===== config.mk =====
export PLATFORM = sky130hd
export DESIGN_NAME = poker_round_fsm
export DESIGN_NICKNAME = d
export VERILOG_FILES = /design/src/rtl/poker_round_fsm.sv
export SDC_FILE = /design/constraint.sdc
export NUM_CORES = 1
export LEC_CHECK = 0
export CAP_MARGIN = 20
export CORE_MARGIN = 4
export CORE_UTILIZATION = 49
export CTS_CLUSTER_DIAMETER = 40
export DETAILED_ROUTE_END_ITERATION = 10
export GPL_ROUTABILITY_DRIVEN = 0
export GPL_TIMING_DRIVEN = 0
export PLACE_DENSITY = 0.76
export SETUP_SLACK_MARGIN = 0.4
export SYNTH_ARGS = -nofsm -noshare
export SYNTH_HDL_FRONTEND = slang
export SYNTH_SLANG_ARGS = --single-unit

===== constraint.sdc =====
create_clock -name clk -period 3 [get_ports clk]
set_input_delay 0.6 -clock clk [delete_from_list [all_inputs] [get_ports clk]]
set_output_delay 0.6 -clock clk [all_outputs]
set_load 0.01 [all_outputs]

===== src/rtl/poker_round_fsm.sv =====
// poker_round_fsm: sequences a poker game through hands, dealing phases and
// betting rounds, tracking the seat to act, the unfolded seats, the round and
// the hand number.
// Optional feature macro: POKER_RESTART_EN -- when defined, start_game in HALT
// restarts the game; when undefined, HALT is left only by reset.
module poker_round_fsm #(
    parameter int NUM_PLAYERS = 4,
    parameter int NUM_HANDS   = 32,
    parameter int NUM_ROUNDS  = 4
) (
    input  logic                                               clk,
    input  logic                                               reset,
    input  logic                                               start_game,
    output logic                                               deal_req,
    input  logic                                               deal_ack,
    input  logic                                               act_valid,
    input  logic                                               act_fold,
    output logic [$clog2(NUM_PLAYERS)-1:0]                     cur_player,
    output logic [NUM_PLAYERS-1:0]                             active_mask,
    output logic [1:0]                                         round_idx,
    output logic [((NUM_HANDS > 1) ? $clog2(NUM_HANDS) : 1)-1:0] hand_number,
    output logic                                               showdown,
    output logic                                               hand_done,
    output logic [2:0]                                         game_state,
    output logic                                               game_over
);

    localparam int PW = $clog2(NUM_PLAYERS);
    localparam int HW = (NUM_HANDS > 1) ? $clog2(NUM_HANDS) : 1;
    localparam int CW = $clog2(NUM_PLAYERS + 1);

    localparam logic [NUM_PLAYERS-1:0] SEAT0      = NUM_PLAYERS'(1);
    localparam logic [PW-1:0]          LAST_SEAT  = PW'(NUM_PLAYERS - 1);
    localparam logic [HW-1:0]          LAST_HAND  = HW'(NUM_HANDS - 1);
    localparam logic [1:0]             LAST_ROUND = 2'(NUM_ROUNDS - 1);

    typedef enum logic [2:0] {
        S_IDLE     = 3'd0,
        S_DEAL     = 3'd1,
        S_BET      = 3'd2,
        S_SHOWDOWN = 3'd3,
        S_HAND_END = 3'd4,
        S_HALT     = 3'd5
    } state_t;

    state_t                 state_q,   state_d;
    logic [PW-1:0]          cur_q,     cur_d;
    logic [NUM_PLAYERS-1:0] mask_q,    mask_d;
    logic [1:0]             round_q,   round_d;
    logic [HW-1:0]          hand_q,    hand_d;
    logic [PW-1:0]          dealer_q,  dealer_d;
    logic [CW-1:0]          pending_q, pending_d;

    logic [NUM_PLAYERS-1:0] fold_mask;
    logic [CW-1:0]          remaining;

    // First unfolded seat at or after 'start', searching upward with wrap.
    function automatic logic [PW-1:0] first_at_or_after(
        input logic [NUM_PLAYERS-1:0] mask,
        input logic [PW-1:0]          start
    );
        logic [PW-1:0]          result;
        logic                   found;
        logic [NUM_PLAYERS-1:0] rot;
        int                     idx;
        result = start;
        found  = 1'b0;
        for (int i = 0; i < NUM_PLAYERS; i++) begin
            idx = (int'(start) + i) % NUM_PLAYERS;
            rot = mask >> idx;
            if (!found && rot[0]) begin
                result = PW'(idx);
                found  = 1'b1;
            end
        end
        return result;
    endfunction

    // Next unfolded seat strictly after 'cur', with wrap.
    function automatic logic [PW-1:0] next_after(
        input logic [NUM_PLAYERS-1:0] mask,
        input logic [PW-1:0]          cur
    );
        logic [PW-1:0] start;
        start = (cur == LAST_SEAT) ? '0 : cur + 1'b1;
        return first_at_or_after(mask, start);
    endfunction

    function automatic logic [CW-1:0] popcount(input logic [NUM_PLAYERS-1:0] mask);
        logic [CW-1:0] n;
        n = '0;
        for (int i = 0; i < NUM_PLAYERS; i++) begin
            n = n + CW'(mask[i]);
        end
        return n;
    endfunction

    // Next-state and next-value logic for the game sequencer.
    always_comb begin
        // NOTE: every signal driven here gets a default first so no latch is inferred.
        state_d   = state_q;
        cur_d     = cur_q;
        mask_d    = mask_q;
        round_d   = round_q;
        hand_d    = hand_q;
        dealer_d  = dealer_q;
        pending_d = pending_q;
        fold_mask = mask_q;
        remaining = '0;

        case (state_q)
            S_IDLE: begin
                if (start_game) begin
                    state_d  = S_DEAL;
                    hand_d   = '0;
                    round_d  = '0;
                    dealer_d = '0;
                    mask_d   = '1;
                end
            end

            S_DEAL: begin
                if (deal_ack) begin
                    state_d   = S_BET;
                    cur_d     = first_at_or_after(mask_q, dealer_q);
                    pending_d = popcount(mask_q);
                end
            end

            S_BET: begin
                if (act_valid) begin
                    fold_mask = act_fold ? (mask_q & ~(SEAT0 << cur_q)) : mask_q;
                    remaining = popcount(fold_mask);
                    mask_d    = fold_mask;
                    pending_d = pending_q - 1'b1;
                    cur_d     = next_after(fold_mask, cur_q);
                    // A fold-out ends the hand even if the round was also complete.
                    if (act_fold && remaining == CW'(1)) begin
                        state_d = S_HAND_END;
                    end else if (pending_q == CW'(1)) begin
                        if (round_q == LAST_ROUND) begin
                            state_d = S_SHOWDOWN;
                        end else begin
                            round_d = round_q + 1'b1;
                            state_d = S_DEAL;
                        end
                    end
                end
            end

            S_SHOWDOWN: begin
                state_d = S_HAND_END;
            end

            S_HAND_END: begin
                if (hand_q == LAST_HAND) begin
                    state_d = S_HALT;
                end else begin
                    hand_d   = hand_q + 1'b1;
                    dealer_d = (dealer_q == LAST_SEAT) ? '0 : dealer_q + 1'b1;
                    mask_d   = '1;
                    round_d  = '0;
                    state_d  = S_DEAL;
                end
            end

            S_HALT: begin
`ifdef POKER_RESTART_EN
                if (start_game) begin
                    state_d  = S_DEAL;
                    hand_d   = '0;
                    round_d  = '0;
                    dealer_d = '0;
                    mask_d   = '1;
                end
`else
                state_d = S_HALT;
`endif
            end

            default: begin
                state_d = S_IDLE;
            end
        endcase
    end

    // State and datapath registers with asynchronous reset.
    always_ff @(posedge clk or posedge reset) begin
        // NOTE: sequential state uses non-blocking assignments so all registers update together.
        if (reset) begin
            state_q   <= S_IDLE;
            cur_q     <= '0;
            mask_q    <= '0;
            round_q   <= '0;
            hand_q    <= '0;
            dealer_q  <= '0;
            pending_q <= '0;
        end else begin
            state_q   <= state_d;
            cur_q     <= cur_d;
            mask_q    <= mask_d;
            round_q   <= round_d;
            hand_q    <= hand_d;
            dealer_q  <= dealer_d;
            pending_q <= pending_d;
        end
    end

    // Outputs decode directly from registered state, so reset clears them at once.
    assign deal_req    = (state_q == S_DEAL);
    assign showdown    = (state_q == S_SHOWDOWN);
    assign hand_done   = (state_q == S_HAND_END);
    assign game_over   = (state_q == S_HALT);
    assign game_state  = state_q;
    assign cur_player  = cur_q;
    assign active_mask = mask_q;
    assign round_idx   = round_q;
    assign hand_number = hand_q;

endmodule


After elaboration in Yosys (flattened, before gate mapping):

Index checks and enable logic that the tools add are counted.

* equal/unequal tests: 19
* reduce and logical (&&, ||, !) cells: 28
* bitwise operators: 8
* $mul: 0
* divide/modulo/power cells: 0
* multiplexer cells: 57
* magnitude comparators: 0
* add/sub/neg operators: 17
* shifts and indexed selects: 9

Operators by type and width (count)
* right shift 4 x 32 -> 1 bit: 6
* 2-to-1 mux 2 bit: 18
* 2-to-1 mux 3 bit: 8
* 2-to-1 mux 1 bit: 18
* case mux 3 bit (6 select lines): 1
* 2-to-1 mux 4 bit: 4
* inequality test 2 bit, second input constant: 6
* case mux 4 bit (3 select lines): 1
* OR reduction 2 bit: 6
* adder 2 x 1 -> 2 bit, second input constant: 5
* 2-to-1 mux 5 bit: 2
* case mux 5 bit (2 select lines): 1
* == test 3 x 1 -> 1 bit, second input constant: 3
* adder 2 bit, second input constant: 4
* case mux 2 bit (2 select lines): 2
* AND reduction 4 bit: 2
* right shift 4 x 2 -> 1 bit: 2
* logical AND 1 bit: 7
* AND reduction 7 bit: 1
* adder 2 x 1 -> 3 bit: 2
* adder 3 x 1 -> 3 bit: 2
* bitwise AND 1 bit, first input constant: 6
* == test 2 bit, second input constant: 3
* == test 3 x 2 -> 1 bit, second input constant: 2
* 17 further kinds: 26

* memory bits (writable): 0
* register bits after elaboration: 21
* word-level logic and storage cells: 145
* latch bits: 0
* ROM bits: 0
* memories: 0

Logic depth before layout (Yosys ltp):

Gate-level depths: netlist of the first run.

* depth after elaboration: 23
* mapped depth: 11
* mapped depth without buffers: 11

Least setup slack after synthesis of the first run:

Ideal clock, no wire load.

* kind: register to register
* from: register cur_q[0], in the netlist cur_player[0]
* to: register round_q[0], in the netlist round_idx[0]
* arrival: 2.863 ns
* period minus slack after synthesis: 2.991 ns
* stages on the path, launching flop included: 12
* buffers on the path: 0
* data required time: 2.873 ns
* slack: 0.009 ns
* path through: dfrtp_1 -> inv_1 -> ha_1 -> a21bo_2 -> inv_2 -> fa_1 -> ha_1 -> ha_1 -> nor3_1 -> nor3b_1 -> o21a_1 -> mux2_1

* word-level cells in the longest chain between the ends: 11

RTL lines
* from (decl): RTL line 47 `logic [PW-1:0] cur_q, cur_d;`
* from (signal assigned): RTL line 200 `cur_q <= cur_d;`
* << shifter 1 x 2 -> 4 bit (*): RTL line 132 `fold_mask = act_fold ? (mask_q & ~(SEAT0 << cur_q)) : mask_q;`
* inverter 4 bit (*): RTL line 132
* bitwise AND 4 bit (*): RTL line 132
* 2-to-1 mux 4 bit (*): RTL line 132
* adder 1 x 1 -> 2 bit: RTL line 93 `n = n + CW'(mask[i]);`
* adder 2 x 1 -> 3 bit: RTL line 93
* adder 3 x 1 -> 3 bit (*): RTL line 93
* == test 3 x 1 -> 1 bit (*): RTL line 138 `if (act_fold && remaining == CW'(1)) begin`
* logical AND 1 bit (*): RTL line 138
* inequality test 2 bit (no source line) (*)
* AND reduction 7 bit (no source line) (*)
* to (signal assigned): RTL line 202 `round_q <= round_d;`
* to (decl): RTL line 49 `logic [1:0] round_q, round_d;`

Mark *: on every way between the ends. The rest lies on a longest branch, timed or not.
A chain may end at the register's enable or synchronous reset.

Final worst setup path of the first run:

* from: register cur_q[1], in the netlist cur_player[1]
* to: register round_q[0], in the netlist round_idx[0]

The elaborated chain is that of the path after synthesis.

==> results.yml, run 1 <==
sta:
  clock_skew_ps: 13.8
  post-route-min-period_ps: 2770
  drv_slew: 0
  slew_headroom_pct: 42.2
  hold_viol_final: 0
  fmax_ghz: 0.361
  grt_setup_unrepaired: "yes"
  worstMarginPinSlew_ps: 865
  timing.hold.ws_ps: 531
  setup_violations: 0
  finalCritPeriodShare_pct: 92.4
min_path:
  hold_class: "register to register"
critical_path:
  worst_setup_path_end_kind: "register"
  crit_fanout: 3
  path_class: "register to register"
  crit_path_top_delay_cell: "dfrtp_1"
  path_cells: "inv_2 > ha_4 > a21bo_4 > inv_4 > fa_1 > ha_4 > ha_4 > nor3_4 > nor3b_2 > o21a_1 > mux2_4"
  crit_path_start_kind: "register"
  max_stage_delay_ps: 440
  crit_arrival_ps: 2980
  crit_top_cell: "ha_4"
  cp.required_ps: 3200
synthesis:
  syn_inst: 196
  ys_seq_area_share_pct: 30.8
  synth_area_leaders: "dfrtp_1 (31%), ha_1 (10%), o21ai_0 (6.7%)"
  async_flop_share_pct: 100
  syn_nets: 218
  synth_flop_cell: "dfrtp_1"
  synth.distinct_cells: 55
  synth.top_cell.area_share_pct: 30.8
  synth_seq_cells: 21
  yosysWarningCount: 0
  yosys.area.top_type: "dfrtp_1"
  avgSynthCellArea_um2: 8.71
  syn_area_um2: 1710
  synth_edf_count: 0
outcome:
  status: "finished, final reports clean"
cells_and_area:
  final_nets: 261
  num-fill-cells: 282
  layout_common_cells: "clkdlybuf4s50_1 (24), o21ai_0 (21), dfrtp_1 (20)"
  antennaDiodeCount: 0
  stdcell_count: 284
  mostFrequentLayoutCell: "clkdlybuf4s50_1"
  multiInputGateArea_um2: 1190
  synthToLayoutAreaGrowth_pct: 33.4
  seqCellArea_um2: 527
  layout-drive-gt1-share_pct: 22.3
placed_design:
  port_buffers: 25
  dpl.cell_count: 267
  dp_hpwl_um: 2930
job:
  drv_cap: 0
clock_network:
  cts_max_level: 1
  cts_root_buf: "clkbuf_4"
  path_clk_slew_ps: 130
  cts_tree: "done"
  cts.sinks: 21
  clk_path_buf_depth: 2
  cts_buffers: 3
  clk_latency_ps: 320
global_routing:
  grt_usage_pct: 22.3
  grt_pass1_vias: 1650
  overflow: 0
  grt_max_degree: 22
  grt_pass1_wl_um: 7760
  antenna_found_initial: 0
power_and_ir_drop:
  ir_drop_v: 0.000660
  power_density_nw_per_um2: 1160
  p_leak_nw: 0.973
die:
  ios: 26
  dieArea_um2: 4490
  start_util_pct: 50.8
  coreArea_um2: 3360
  row_count: 21
  fp.dieW_um: 67.0
  die_y_um: 67.0
detailed_routing:
  routed_via_density: 5.83
  wire_per_inst_um: 15.1
  ant_nets: 0
  drt_iter0_drc: 107
  routed_wl_um: 4280
  first_pass_iters: 4
  vias: 1656
  drc: 0
-- power breakdown --
| part | leakage, nW | internal [W] | switching [W] |
|---|---|---|---|
| clock network | 0.0177 | 0.0000499 | 0.0000932 |
| registers | 0.263 | 0.000383 | 0.000121 |
| logic | 0.692 | 0.000996 | 0.000989 |
| total | 0.973 | 0.00143 | 0.00120 |
-- worst max-delay path: cells and delay by family (launching register included) --
family                     cells  cell delay (ps)
adders and majority gates      4              990
AOI/OAI and AO/OA              2              420
and+or+nand+nor                2              380
DFF                            1              440
muxes                          1              300
buffers and inverters          2              130
-- final cells by class --
type | count | area share (%)
Buffer | 11 | 2.64
Tap cell | 46 | 2.53
Clock buffer | 3 | 0.988
Clock inverter | 1 | 0.220
Inverter | 16 | 2.75
Multi-Input combinational cell | 148 | 52.3
Sequential cell | 21 | 23.1
Timing Repair Buffer | 38 | 15.5
-- through the flow --
step | util, % | setup slack, ps | area (µm²) | TNS, ps | power (W)
detailed placement | 61.6 | -423 | 2070 | -1410 | 0.00217
CTS | 67.3 | 206 | 2260 | 0 | 0.00259
finish | 67.7 | 228 | 2280 | 0 | 0.00263
global route | 67.7 | 126 | 2280 | 0 | 0.00289
floorplan | - | 339 | 1760 | 0 | 0.00173
global placement | 61.6 | -426 | 2070 | -1440 | 0.00213
-- repair_timing --
| action | CTS | global route |
|---|---|---|
| gates resized for setup | 18 | 5 |
| hold buffers | 0 | 0 |
| setup buffers | 12 | 1 |
| endpoints found under the setup margin | 6 | 8 |
| pin swaps | 12 | 7 |
-- sequential cells by signal, indices dropped and copies added, names as in the netlist --
| register | cells |
|---|---|
| cur_player | 2 |
| round_idx | 2 |
| hand_number | 5 |
| game_state | 3 |
| pending_q | 3 |
| dealer_q | 2 |
| active_mask | 4 |
-- final timing paths --
| kind | start | endpoint | slack [ps] | depth (start not counted) |
|---|---|---|---|---|
| worst max-delay path | cur_player[1]$_DFFE_PP0P_ | round_idx[0]$_DFFE_PP0P_ | 230 | 11 |
| worst min-delay path | hand_number[4]$_DFFE_PP0P_ | hand_number[4]$_DFFE_PP0P_ | 530 | 2 |
| worst max register to register | cur_player[1]$_DFFE_PP0P_ | round_idx[0]$_DFFE_PP0P_ | 230 | 11 |
| worst min register to register | hand_number[4]$_DFFE_PP0P_ | hand_number[4]$_DFFE_PP0P_ | 530 | 2 |
| max in group asynchronous | reset | cur_player[0]$_DFFE_PP0P_ | 1670 | 2 |
| min in group asynchronous | reset | hand_number[3]$_DFFE_PP0P_ | 740 | 2 |
-- per-layer routing --
layer / wire [µm] / track usage (%) / share of wire [%] / vias to the layer above
met5: 0 / 0 / 0 / -
met4: 57 / 6.08 / 1.3 / 0
met3: 153 / 4.22 / 3.6 / 6
met2: 2140 / 36.9 / 50 / 37
met1: 1920 / 29.5 / 45 / 807
li1: - / - / - / 806
-- Yosys cell counts (all sizes together), types with 3 or more instances --
| cell type | count |
|---|---|
| o32ai | 3 |
| a21oi | 8 |
| ha | 14 |
| nor2 | 15 |
| o211ai | 3 |
| nand3 | 3 |
| o31ai | 3 |
| buf | 6 |
| mux2i | 4 |
| clkbuf | 5 |
| nor2b | 4 |
| inv | 16 |
| dfrtp | 21 |
| nand4 | 3 |
| nor3 | 6 |
| o21a | 3 |
| nand2 | 15 |
| nand2b | 3 |
| o21ai | 24 |
-- logic make-up (layout without fill, tap and decap cells) --
group / after synthesis / in the layout / synth area share (%)
multiplexers: 7 / 7 / 5.64
adder cells (fa/ha/maj): 16 / 16 / 12.6
flip-flops: 21 / 21 / 30.8
AND/OR/NAND/NOR: 63 / 63 / 19.6
buffers and inverters: 27 / 69 / 6.81
AO/OA/AOI/OAI: 62 / 62 / 24.6
(Power assumes the default switching activity.)
==> run 2: changes to the inputs <==
- CTS_CLUSTER_SIZE: not set -> 14
==> results of run 2 <==
The final DEF is identical to that of run 1; final timing and power are the same.
==> run 3: changes to the inputs <==
- GPL_ROUTABILITY_DRIVEN: 0 -> not set
- REMOVE_ABC_BUFFERS: not set -> 1
==> results.yml, run 3 (synthesis results as in run 1) <==
die:
  ios: 26
  row_count: 21
  start_util_pct: 50.8
  fp.dieW_um: 67.0
  coreArea_um2: 3360
  die_y_um: 67.0
  dieArea_um2: 4490
clock_network:
  clk_path_buf_depth: 2
  clk_latency_ps: 320
  cts_root_buf: "clkbuf_4"
  path_clk_slew_ps: 130
  cts_tree: "done"
  hold_buffers: 0
  cts_buffers: 3
  cts_max_level: 1
  cts.sinks: 21
outcome:
  status: "finished, final reports clean"
placed_design:
  port_buffers: 25
  place.gp.congestion: 0.835
  dp_hpwl_um: 2690
  pre_cts_slack_ps: -904
sta:
  drv_slew: 0
  setup_violations: 0
  clock_skew_ps: 10.9
  worstMarginPinSlew_ps: 969
  post-route-min-period_ps: 2760
  fmax_ghz: 0.362
  slew_headroom_pct: 35.4
  finalCritPeriodShare_pct: 92.0
  hold_viol_final: 0
  grt_setup_unrepaired: "yes"
  fin_ws_ps: 240
power_and_ir_drop:
  power.internal_w: 0.00143
  ir_drop_v: 0.000639
  p_sw_w: 0.00121
  power_density_nw_per_um2: 1180
  switching_share_pct: 45.8
  pwr-share-comb_pct: 72.1
  clkPwrFrac_pct: 5.5
  p_leak_nw: 0.940
  power_frac_seq_pct: 22.4
cells_and_area:
  synthToLayoutAreaGrowth_pct: 30.8
  largest_reg_flops: 5
  layout_common_cells: "clkdlybuf4s50_1 (24), o21ai_0 (21), dfrtp_1 (19)"
  mostFrequentLayoutCell: "clkdlybuf4s50_1"
  final_nets: 252
  fin_util_pct: 66.4
  layout-drive-gt1-share_pct: 21.0
  antennaDiodeCount: 0
critical_path:
  crit_fanout: 6
  worst_setup_path_end_kind: "register"
  crit_arrival_ps: 2980
  path_class: "register to register"
  crit_path_start_kind: "register"
  cp.required_ps: 3220
min_path:
  hold_class: "register to register"
global_routing:
  grt_pass1_wl_um: 7000
  antenna_found_initial: 0
  grt_usage_pct: 20.1
  grt_pass1_vias: 1504
  overflow: 0
  grt_max_degree: 22
detailed_routing:
  vias: 1600
  drc: 0
  wire_per_inst_um: 15.4
  drt_iter0_drc: 198
  ant_nets: 0
  routed_via_density: 5.82
  routed_wl_um: 4230
  first_pass_iters: 4
job:
  drv_cap: 0
==> run 3: changes by cell type in the layout (fill, tap and decap cells not counted) <==
cell / change
buf_4: +2
buf_6: -1
clkbuf_2: -2
clkbuf_1: -3
dfrtp_2: +1
nand2_4: +1
nor3_4: -1
clkbuf_4: -1
nand2_2: -1
dfrtp_1: -1
nor3_2: +1
buf_2: -4
==> run 3: area by class of cell <==
class | instances | area [µm²]
tap | 46 | 57.6
multi-input combinational | 148 | 1190
inverter | 16 | 62.6
sequential | 21 | 528
clock inverter | 1 | 5.00
clock buffer | 3 | 22.5
timing repair buffer | 40 | 368
fill | 287 | 1130
==> run 3: final timing paths <==
check,to,start,depth (start not counted),slack [ps]
max in group asynchronous,game_state[2]$_DFFE_PP0P_,reset,2,1710
worst max register to register,game_state[0]$_DFFE_PP0P_,cur_player[0]$_DFFE_PP0P_,11,240
worst max-delay path,game_state[0]$_DFFE_PP0P_,cur_player[0]$_DFFE_PP0P_,11,240
min in group asynchronous,hand_number[3]$_DFFE_PP0P_,reset,2,730
worst min-delay path,pending_q[0]$_DFFE_PP0P_,pending_q[0]$_DFFE_PP0P_,1,540
worst min register to register,pending_q[0]$_DFFE_PP0P_,pending_q[0]$_DFFE_PP0P_,1,540
==> run 3: layer usage <==
metal | up-vias | GRT usage (%) | part of all wire, % | wire length, µm
met1 | 784 | 26.9 | 46 | 1950
met5 | - | 0 | 0 | 0
met3 | 2 | 4.38 | 3.3 | 139
li1 | 783 | - | - | -
met2 | 31 | 32.3 | 50 | 2130
met4 | 0 | 6.08 | 0.43 | 18
==> run 3: repair_timing <==
action                                  4_1_cts  5_1_grt
pin swaps                                    10        5
buffers inserted                             12        3
endpoints found under the setup margin        6        7
resized for setup                            29        3
==> run 3: critical path, stage by stage (launching register included) <==
cell,delay (ps)
dfrtp_2,450
inv_2,80
ha_4,160
a21bo_4,220
inv_4,60
fa_1,450
ha_4,300
nand2_4,50
nor3_4,300
o32ai_4,150
o32a_1,370
o32ai_2,100
==> run 3: per-stage QoR <==
step | TNS, ps | instance area [µm²] | hold WS, ps | std cells | power, W
global placement | -3620 | 1960 | 497 | 256 | 0.00187
floorplan | 0 | 1650 | 486 | 185 | 0.00149
CTS | 0 | 2200 | 541 | 272 | 0.00249
global route | 0 | 2230 | 565 | 275 | 0.00285
detailed placement | -3840 | 1960 | 521 | 256 | 0.00190
finish | 0 | 2230 | 543 | 275 | 0.00263
==> run 3: power by group through the flow <==
| stage | Sequential (W) | Clock (W) | Combinational (W) |
|---|---|---|---|
| 2_1_floorplan | 0.000565 | 0 | 0.000922 |
| 3_5_place_dp | 0.000582 | 0 | 0.00132 |
| 5_1_grt | 0.000618 | 0.000158 | 0.00208 |
| 4_1_cts | 0.000585 | 0.000146 | 0.00176 |
| 3_3_place_gp | 0.000581 | 0 | 0.00129 |
| 6_report | 0.000591 | 0.000144 | 0.00190 |
